## src/rtl/rsa_xcel_mont_mul_iter_if.sv

```systemverilog
// Request/response val/rdy streams of the iterative Montgomery multiplier.
// The slave modport is the multiplier side, the master modport is the requester side.
interface rsa_xcel_mont_mul_iter_if #(
  parameter int p_nbits = 32
);
  logic               istream_val;
  logic               istream_rdy;
  logic [p_nbits-1:0] istream_x;
  logic [p_nbits-1:0] istream_y;
  logic [p_nbits-1:0] istream_n;
  logic               ostream_val;
  logic               ostream_rdy;
  logic [p_nbits-1:0] ostream_msg;

  modport slave (
    input  istream_val, istream_x, istream_y, istream_n, ostream_rdy,
    output istream_rdy, ostream_val, ostream_msg
  );

  modport master (
    output istream_val, istream_x, istream_y, istream_n, ostream_rdy,
    input  istream_rdy, ostream_val, ostream_msg
  );
endinterface

```

## src/rtl/rsa_xcel_mont_mul_iter.sv

```systemverilog
// Iterative Montgomery multiplier: x*y*2^-p_nbits mod n, retiring
// p_bits_per_cycle bits of x per cycle, with the final conditional subtraction.
module rsa_xcel_mont_mul_iter #(
  parameter int p_nbits          = 32,
  parameter int p_bits_per_cycle = 1
) (
  input  logic                          clk,
  input  logic                          reset,
  rsa_xcel_mont_mul_iter_if.slave       bus
);

  localparam int NI = p_nbits / p_bits_per_cycle;
  localparam int CW = (NI > 1) ? $clog2(NI) : 1;
  localparam logic [CW-1:0] CNT_LAST = CW'(NI - 1);

  typedef enum logic [1:0] {
    IDLE = 2'd0,
    CALC = 2'd1,
    DONE = 2'd2
  } state_e;

  state_e             state_q, state_d;
  logic [p_nbits-1:0] x_q, x_d;
  logic [p_nbits-1:0] y_q, y_d;
  logic [p_nbits-1:0] n_q, n_d;
  logic [p_nbits:0]   acc_q, acc_d;
  logic [CW-1:0]      cnt_q, cnt_d;
  logic               irdy_q, irdy_d;
  logic               oval_q, oval_d;
  logic [p_nbits:0]   acc_s;
  logic               sub_s;
  logic [p_nbits-1:0] msg_s;

  // One add-reduce step; the sum is kept at p_nbits+2 bits, acc stays below 2n.
  function automatic logic [p_nbits:0] add_reduce(
    input logic [p_nbits:0]   acc,
    input logic               xb,
    input logic [p_nbits-1:0] y,
    input logic [p_nbits-1:0] n
  );
    logic [p_nbits+1:0] t;
    t = {1'b0, acc} + (xb ? {2'b00, y} : {(p_nbits+2){1'b0}});
    if (t[0]) begin
      t = t + {2'b00, n};
    end else begin
      t = t;
    end
    return t[p_nbits+1:1];
  endfunction

  always_comb begin
    state_d = state_q;
    x_d     = x_q;
    y_d     = y_q;
    n_d     = n_q;
    acc_d   = acc_q;
    cnt_d   = cnt_q;
    acc_s   = acc_q;
    case (state_q)
      IDLE: begin
        if (bus.istream_val) begin
          state_d = CALC;
          x_d     = bus.istream_x;
          y_d     = bus.istream_y;
          n_d     = bus.istream_n;
          acc_d   = {(p_nbits+1){1'b0}};
          cnt_d   = {CW{1'b0}};
        end else begin
          state_d = IDLE;
        end
      end
      CALC: begin
        for (int i = 0; i < p_bits_per_cycle; i++) begin
          acc_s = add_reduce(acc_s, x_q[i], y_q, n_q);
        end
        acc_d = acc_s;
        x_d   = x_q >> p_bits_per_cycle;
        cnt_d = cnt_q + CW'(1);
        if (cnt_q == CNT_LAST) begin
          state_d = DONE;
        end else begin
          state_d = CALC;
        end
      end
      DONE: begin
        if (bus.ostream_rdy) begin
          state_d = IDLE;
        end else begin
          state_d = DONE;
        end
      end
      default: begin
        state_d = IDLE;
      end
    endcase
    // Handshake flags follow the next state so they are flops, not decodes.
    irdy_d = (state_d == IDLE);
    oval_d = (state_d == DONE);
  end

  always_ff @(posedge clk) begin
    if (reset) begin
      state_q <= IDLE;
      x_q     <= {p_nbits{1'b0}};
      y_q     <= {p_nbits{1'b0}};
      n_q     <= {p_nbits{1'b0}};
      acc_q   <= {(p_nbits+1){1'b0}};
      cnt_q   <= {CW{1'b0}};
      irdy_q  <= 1'b1;
      oval_q  <= 1'b0;
    end else begin
      state_q <= state_d;
      x_q     <= x_d;
      y_q     <= y_d;
      n_q     <= n_d;
      acc_q   <= acc_d;
      cnt_q   <= cnt_d;
      irdy_q  <= irdy_d;
      oval_q  <= oval_d;
    end
  end

  // Final reduction; the low bits of acc - n are exact whenever acc >= n.
  always_comb begin
    sub_s = (acc_q >= {1'b0, n_q});
    msg_s = sub_s ? (acc_q[p_nbits-1:0] - n_q) : acc_q[p_nbits-1:0];
  end

  assign bus.istream_rdy = irdy_q;
  assign bus.ostream_val = oval_q;
  assign bus.ostream_msg = msg_s;

endmodule

```

## src/flat_wrapper.sv

```systemverilog
// flat-port wrapper written by rule: the top's interface ports become plain ports
module rsa_xcel_mont_mul_iter_flat 
#(
  parameter int p_nbits          = 32,
  parameter int p_bits_per_cycle = 1
)
  (clk, reset, bus_istream_val, bus_istream_x, bus_istream_y, bus_istream_n, bus_ostream_rdy, bus_istream_rdy, bus_ostream_val, bus_ostream_msg);
  rsa_xcel_mont_mul_iter_if #(.p_nbits(p_nbits)) bus_i ();
  input  logic clk;
  input  logic reset;
  input wire logic [$bits(bus_i.istream_val)-1:0] bus_istream_val;
  input wire logic [$bits(bus_i.istream_x)-1:0] bus_istream_x;
  input wire logic [$bits(bus_i.istream_y)-1:0] bus_istream_y;
  input wire logic [$bits(bus_i.istream_n)-1:0] bus_istream_n;
  input wire logic [$bits(bus_i.ostream_rdy)-1:0] bus_ostream_rdy;
  output wire logic [$bits(bus_i.istream_rdy)-1:0] bus_istream_rdy;
  output wire logic [$bits(bus_i.ostream_val)-1:0] bus_ostream_val;
  output wire logic [$bits(bus_i.ostream_msg)-1:0] bus_ostream_msg;
  assign bus_i.istream_val = bus_istream_val;
  assign bus_i.istream_x = bus_istream_x;
  assign bus_i.istream_y = bus_istream_y;
  assign bus_i.istream_n = bus_istream_n;
  assign bus_i.ostream_rdy = bus_ostream_rdy;
  assign bus_istream_rdy = bus_i.istream_rdy;
  assign bus_ostream_val = bus_i.ostream_val;
  assign bus_ostream_msg = bus_i.ostream_msg;
  rsa_xcel_mont_mul_iter #(.p_nbits(p_nbits), .p_bits_per_cycle(p_bits_per_cycle)) u_core (.clk(clk), .reset(reset), .bus(bus_i));
endmodule
```

## config.mk

```make
export PLATFORM = sky130hd
export DESIGN_NAME = rsa_xcel_mont_mul_iter_flat
export DESIGN_NICKNAME = d
export VERILOG_FILES = /design/src/rtl/rsa_xcel_mont_mul_iter_if.sv /design/src/rtl/rsa_xcel_mont_mul_iter.sv /design/src/flat_wrapper.sv
export SDC_FILE = /design/constraint.sdc
export NUM_CORES = 1
export LEC_CHECK = 0
export BUFFER_PORTS_ARGS = -buffer_cell sky130_fd_sc_hd__buf_2
export CAP_MARGIN = 0
export CORE_MARGIN = 3
export CORE_UTILIZATION = 27
export DETAILED_ROUTE_END_ITERATION = 6
export PLACE_DENSITY = 0.42
export SLEW_MARGIN = 15
export SYNTH_ARGS = -nofsm -noshare
export SYNTH_HDL_FRONTEND = slang
export SYNTH_SLANG_ARGS = --single-unit
```

## constraint.sdc

```tcl
create_clock -name clk -period 5.7 [get_ports clk]
set_clock_uncertainty 0.05 [all_clocks]
set_input_delay 1.425 -clock clk [delete_from_list [all_inputs] [get_ports clk]]
set_output_delay 1.425 -clock clk [all_outputs]
set_load 0.02 [all_outputs]
```

Word level (Yosys, flattened, before mapping). Index checks and enable logic that the tools add are counted.

Reduce and logical (&&, ||, !) cells: 5. Mux-type cells: 13. Add/sub/neg operators: 4. Eq/ne operators: 5. Magnitude comparators: 1.

Operators by type and width (count): 32-bit two-way mux (3); 33-bit one-hot mux with 2 select lines (1); 32-bit one-hot mux with 2 select lines (1); 33-bit by 34-bit adder with 34-bit output (1); 34-bit by 32-bit adder with 34-bit output (1); 34-bit two-way mux (1); 33-bit by 32-bit greater-or-equal comparator with 1-bit output (1); 33-bit two-way mux (1); 32-bit subtractor (1); 5-bit one-hot mux with 2 select lines (1); 2-bit one-hot mux with 3 select lines (1); 5-bit by 1-bit adder with 5-bit output (second input constant) (1); 5-bit == test (second input constant) (1); 5-bit two-way mux (1); 2-bit == test (second input constant) (2); 2-bit logical NOT (2); 2-bit two-way mux (2); 2-bit AND reduction (2); 2-bit by 1-bit == test with 1-bit output (second input constant) (1); 2-bit inequality test (second input constant) (1); 2-bit nonzero test (1); 1-bit two-way mux (1).

Word-level logic and storage cells: 36. Register bits after elaboration: 138.

Depth between registers and ports, before layout.
Word-level depth: 5. Depth in mapped cells: 25.

Worst setup path before layout. Ideal clock, no wire load.

Kind: reg2reg. From: register u_core.x_q[0]. To: register u_core.acc_q[30]. Slack: 0.875 ns. Clock period less this slack: 4.825 ns. Data required time: 5.522 ns. Stages on the path, launching flop included: 23. Setup time: 0.128 ns. Arrival time: 4.647 ns. Path through: dfxtp_1 clkbuf_1 and2_1 ha_1 inv_1 fa_1 nand2b_1 a21oi_1 nor4_1 o32ai_1 a21oi_1 o21ai_0 xor2_1 ha_1 and3_1 and3_1 o31ai_1 nand2_1 o41a_1 a31oi_1 xnor2_1 a222oi_1 nor2_1.

Longest elaborated chain between the ends: 5.

RTL lines: start: declaration (line rsa_xcel_mont_mul_iter.sv:23) `logic [p_nbits-1:0] x_q, x_d;`; start signal: assignment (line rsa_xcel_mont_mul_iter.sv:104) `x_q <= {p_nbits{1'b0}};`; 32-bit two-way mux (*) (line rsa_xcel_mont_mul_iter.sv:42) `t = {1'b0, acc} + (xb ? {2'b00, y} : {(p_nbits+2){1'b0}});`; 33-bit by 34-bit adder with 34-bit output (*) (line rsa_xcel_mont_mul_iter.sv:42); 34-bit by 32-bit adder with 34-bit output (line rsa_xcel_mont_mul_iter.sv:44) `t = t + {2'b00, n};`; 34-bit two-way mux (*) (line rsa_xcel_mont_mul_iter.sv:43) `if (t[0]) begin`; 33-bit one-hot mux with 2 select lines (*) (line rsa_xcel_mont_mul_iter.sv:59) `case (state_q)`; end signal: assignment (line rsa_xcel_mont_mul_iter.sv:107) `acc_q <= {(p_nbits+1){1'b0}};`; end: declaration (line rsa_xcel_mont_mul_iter.sv:26) `logic [p_nbits:0] acc_q, acc_d;`.

Every way passes the cells marked *; elsewhere a longest branch is shown, timed or not. A chain may end at the register's enable or synchronous reset.

Worst setup path in the final report.
From: register u_core.acc_q[0]. To: output port bus_ostream_msg[30].

Longest elaborated chain between the ends: 2.

RTL lines: 32-bit subtractor / 33-bit by 32-bit greater-or-equal comparator with 1-bit output (equally long branches) (line rsa_xcel_mont_mul_iter.sv:126, rsa_xcel_mont_mul_iter.sv:125); 32-bit two-way mux (*) (line rsa_xcel_mont_mul_iter.sv:126) `msg_s = sub_s ? (acc_q[p_nbits-1:0] - n_q) : acc_q[p_nbits-1:0];`; end: declaration (line flat_wrapper.sv:18) `output wire logic [$bits(bus_i.ostream_msg)-1:0] bus_ostream_msg;`.

Marks and branches as above.

==> metrics.md <==
| Metric | Value |
|---|---|
| Status | `finished clean` |
| Reg2reg end | `u_core.acc_q[30]` |
| Antenna violations before repair | `14` |
| Total core area | `0.0401 mm^2` |
| First-pass GRT wire length | `56400 um` |
| Critical Path, Cell by Cell | `inv_1, ha_1, fa_1, nor2b_1, o31a_1, o221ai_2, a31oi_4, a21oi_1, or4_1, a31oi_2, a31oi_1, xnor2_1, mux2_4, buf_2` |
| Die Width | `208 um` |
| Register share of total power | `36.4%` |
| Worst path max stage delay | `580 ps` |
| Worst Hold End | `u_core.y_q[22]` |
| Die area | `0.0434 mm^2` |
| Mapped Area | `0.0111 mm^2` |
| Post-route ant nets | `0` |
| Logic pwr share | `23.7%` |
| Ys flop type | `dfxtp_1` |
| Starting density of the core | `27.6%` |
| Post-DP Area | `0.0123 mm^2` |
| Share of flip-flops with an asynchronous set or reset | `0%` |
| RSZ-0062 raised after global routing | `no` |
| Ratio of cells with drive above 1 in the final layout | `14.6%` |
| H-tree levels | `4` |
| Number of global-route vias before repair | `10200` |
| CTS clk-pin slew, worst paths | `60 ps` |
| Row Count | `73` |
| Root Driver | `clkbuf_16` |
| CTS tree | `done` |
| Layout Area Growth over Synthesis | `16.8%` |
| Worst path slowest cell | `or4_1` |
| Clock Path Buffers | `2` |
| Yosys Warn Count | `0` |
| Hold depth | `2` |
| Routed WL per cell | `17.2 um` |
| Clk network pwr share | `39.9%` |
| Min cycle time layout | `5440 ps` |
| Cell area after layout | `0.0129 mm^2` |
| Syn_nets | `1675` |
| CTS Sinks | `138` |
| Worst setup path class | `reg2out` |
| DR pass1 iterations | `5` |
| IO Count | `134` |
| Leakage | `5.91 nW` |
| Rel. slew slack | `16.7%` |
| Slew Viols, Final | `0` |
| Reg-to-reg slack, setup | `540 ps` |
| Worst setup SP type | `register` |
| Core Util, Final | `32.2%` |
| R2R depth | `23` |
| Syn Area/Cell | `7.50 um^2` |
| Tot GR Track Use | `16.3%` |
| Non-filler instance count after layout | `2117` |
| Post-DP HPWL | `28100 um` |
| Clk_lat worst skew | `440 ps` |
| Seq/Total Area, Yosys | `25.0%` |
| Largest net degree at the start of global routing | `80` |
| Slew of the pin with the lowest slew margin | `1250 ps` |
| Max Cap Violations | `0` |
| Worst hold start | `u_core.y_q[22]` |
| Psw | `0.929 mW` |
| CP Buf/Inv Count | `2` |
| Fill count | `4417` |
| WL final | `36400 um` |
| TritonCTS Buffers | `17` |
| Post-synth EDFFs | `0` |
| HP Class | `reg2reg` |
| Crit path DAT | `3960 ps` |
| Grt ovf | `0` |
| CP Max Fanout | `4` |
| TNS Setup | `0 ps` |
| Final #Nets | `1776` |
| Setup crit end kind | `output port` |
| FF-to-FF Start | `u_core.x_q[0]` |
| Setup violators final | `0` |
| Routability congestion estimate from global placement | `0.851` |
| Vias/cell | `4.90` |
| Pint | `1.97 mW` |
| Fmax | `184 MHz` |
| Port buffer count | `133` |
| Pwr Density | `224 mW/mm^2` |
| Final Hold Fails | `0` |
| Violation count after the first detailed-route iteration | `492` |
| Fin crit share | `95.4%` |
| CTS Hold Bufs | `0` |
| Die height | `208 um` |
| Netlist cell types | `74` |
| Top delay family on crit path | `compound AO/OA/AOI/OAI gates` |
| Switching Share | `32.1%` |
| Vias | `10400` |
| Req. time, crit path | `4220 ps` |
| DRC viols | `0` |
| Worst VDD drop | `0.156 mV` |
| Yosys reg bits | `138` |
| Dpl cells | `2081` |
| Mapped Cells | `1475` |
==> layout by cell type (no fill, tap or decap), drive strengths merged, types with 5 or more instances in the layout <==
cell	instances
nand2	195
o21bai	12
o21a	12
xor2	31
xnor2	52
a31oi	15
nand3	18
a21o	44
and3	10
mux2	30
nor2	155
and2	37
nor2b	13
nor3	14
dfxtp	138
nand4	13
o21ai	53
nor4	8
clkbuf	18
inv	95
a21oi	192
a221o	8
a211oi	41
clkinv	5
or3	6
o211ai	9
nand2b	19
ha	97
mux2i	17
o31ai	6
or2	6
a22oi	12
buf	151
==> worst max path at each step <==
stage	start	end	slack, ps	cells after the start
2_1_floorplan	u_core.x_q[0]	u_core.acc_q[30]	880	22
3_3_place_gp	u_core.acc_q[8]	bus_ostream_msg[30]	390	12
3_5_place_dp	u_core.n_q[8]	bus_ostream_msg[30]	350	13
4_1_cts	u_core.n_q[8]	bus_ostream_msg[30]	10	13
5_1_grt	u_core.x_q[0]	u_core.acc_q[30]	20	23
6_report	u_core.acc_q[0]	bus_ostream_msg[30]	260	14
==> state kept, by name, indices dropped and copies added (netlist names) <==
name                    count
u_core.x_q                 32
u_core.acc_q               33
u_core.y_q                 32
u_core.cnt_q                5
u_core.n_q                 32
u_core.bus.ostream_val      1
u_core.bus.istream_rdy      1
u_core.state_q              2
==> timing repair <==
action                                  CTS  global route
hold endpoints to repair                  0             0
setup buffers                             0             1
endpoints found under the setup margin    1             2
pin swaps                                 0             1
resized for setup                         1             6
==> power groups by stage <==
stage          logic (mW)  registers, mW  clock network, mW
2_1_floorplan       0.506           1.06                  0
3_3_place_gp        0.689           1.08                  0
3_5_place_dp        0.689           1.08                  0
4_1_cts             0.693           1.05               1.19
5_1_grt             0.768           1.06               1.23
6_report            0.687           1.05               1.16
==> metrics by stage <==
step | power [mW] | hold WS [ps] | worst slack [ps]
finish | 2.90 | 399 | 264
floorplan | 1.57 | 382 | 875
detailed placement | 1.77 | 394 | 353
CTS | 2.94 | 402 | 11.1
global route | 3.06 | 413 | 20.4
global placement | 1.76 | 392 | 392
==> tightest hold or removal path, delay by kind of cell (launching register included) <==
family,cells,cell delay [ps]
compound gates,1,50
flops,1,300
simple gates,1,50
==> area by class of cell <==
| class | count | area, um^2 | area share [%] |
|---|---|---|---|
| multi-input cells | 1178 | 7730 | 59.9 |
| inverters | 90 | 338 | 2.62 |
| well taps | 525 | 657 | 5.09 |
| clock inverters | 14 | 161 | 1.25 |
| flip-flops and latches | 138 | 2760 | 21.4 |
| repair buffers | 151 | 816 | 6.32 |
| clock buffers | 18 | 439 | 3.40 |
| diodes | 3 | 7.51 | 0.0581 |
==> metal layers <==
layer | share of wire (%) | GRT usage, % | wire [um]
met5 | 0.35 | 0 | 126
met3 | 5.6 | 3.65 | 2030
met2 | 41 | 24.2 | 15100
met4 | 1.9 | 5.21 | 683
met1 | 51 | 23.5 | 18500
==> cells in the mapped netlist, drive strengths merged (3+ instances only) <==
library cell  number  area [um^2]
o31a               3         26.3
a222oi             4         40.0
nor4               8         50.1
nor2             155          582
or2                6         37.5
and2              37          231
inv               90          338
fa                 3         60.1
a2111oi            4         36.3
o21bai            12         90.1
a21oi            192          965
a221oi             4         35.0
o31ai              6         45.0
a22oi             12         90.1
nand2b            19          119
or3                6         37.5
a211oi            41          308
dfxtp            138         2760
and3              10         62.6
xnor2             52          455
a21o              44          330
o21a              12         90.1
mux2              30          439
a211o              3         26.3
xor2              31          272
o21ai             53          265
mux2i             17          170
a221o              8         80.1
nand2            195          734
clkbuf            58          218
nand3             18         90.1
nand4             13         81.3
o211ai             9         67.6
nor3              14         70.1
nor2b             13         81.3
buf               11         65.1
ha                97         1210
a31oi             15          100
==> cell families after synthesis <==
| kind of cell | count (synthesis) | share of synthesized area, % |
|---|---|---|
| AND/OR/NAND/NOR | 504 | 20.4 |
| AO/OA/AOI/OAI | 444 | 25.4 |
| buffers and inverters | 159 | 5.61 |
| flip-flops | 138 | 25.0 |
| adder cells (fa/ha/maj) | 100 | 11.5 |
| XOR/XNOR | 83 | 6.57 |
| multiplexers | 47 | 5.51 |
No activity file was read; power rests on OpenSTA's default activity.
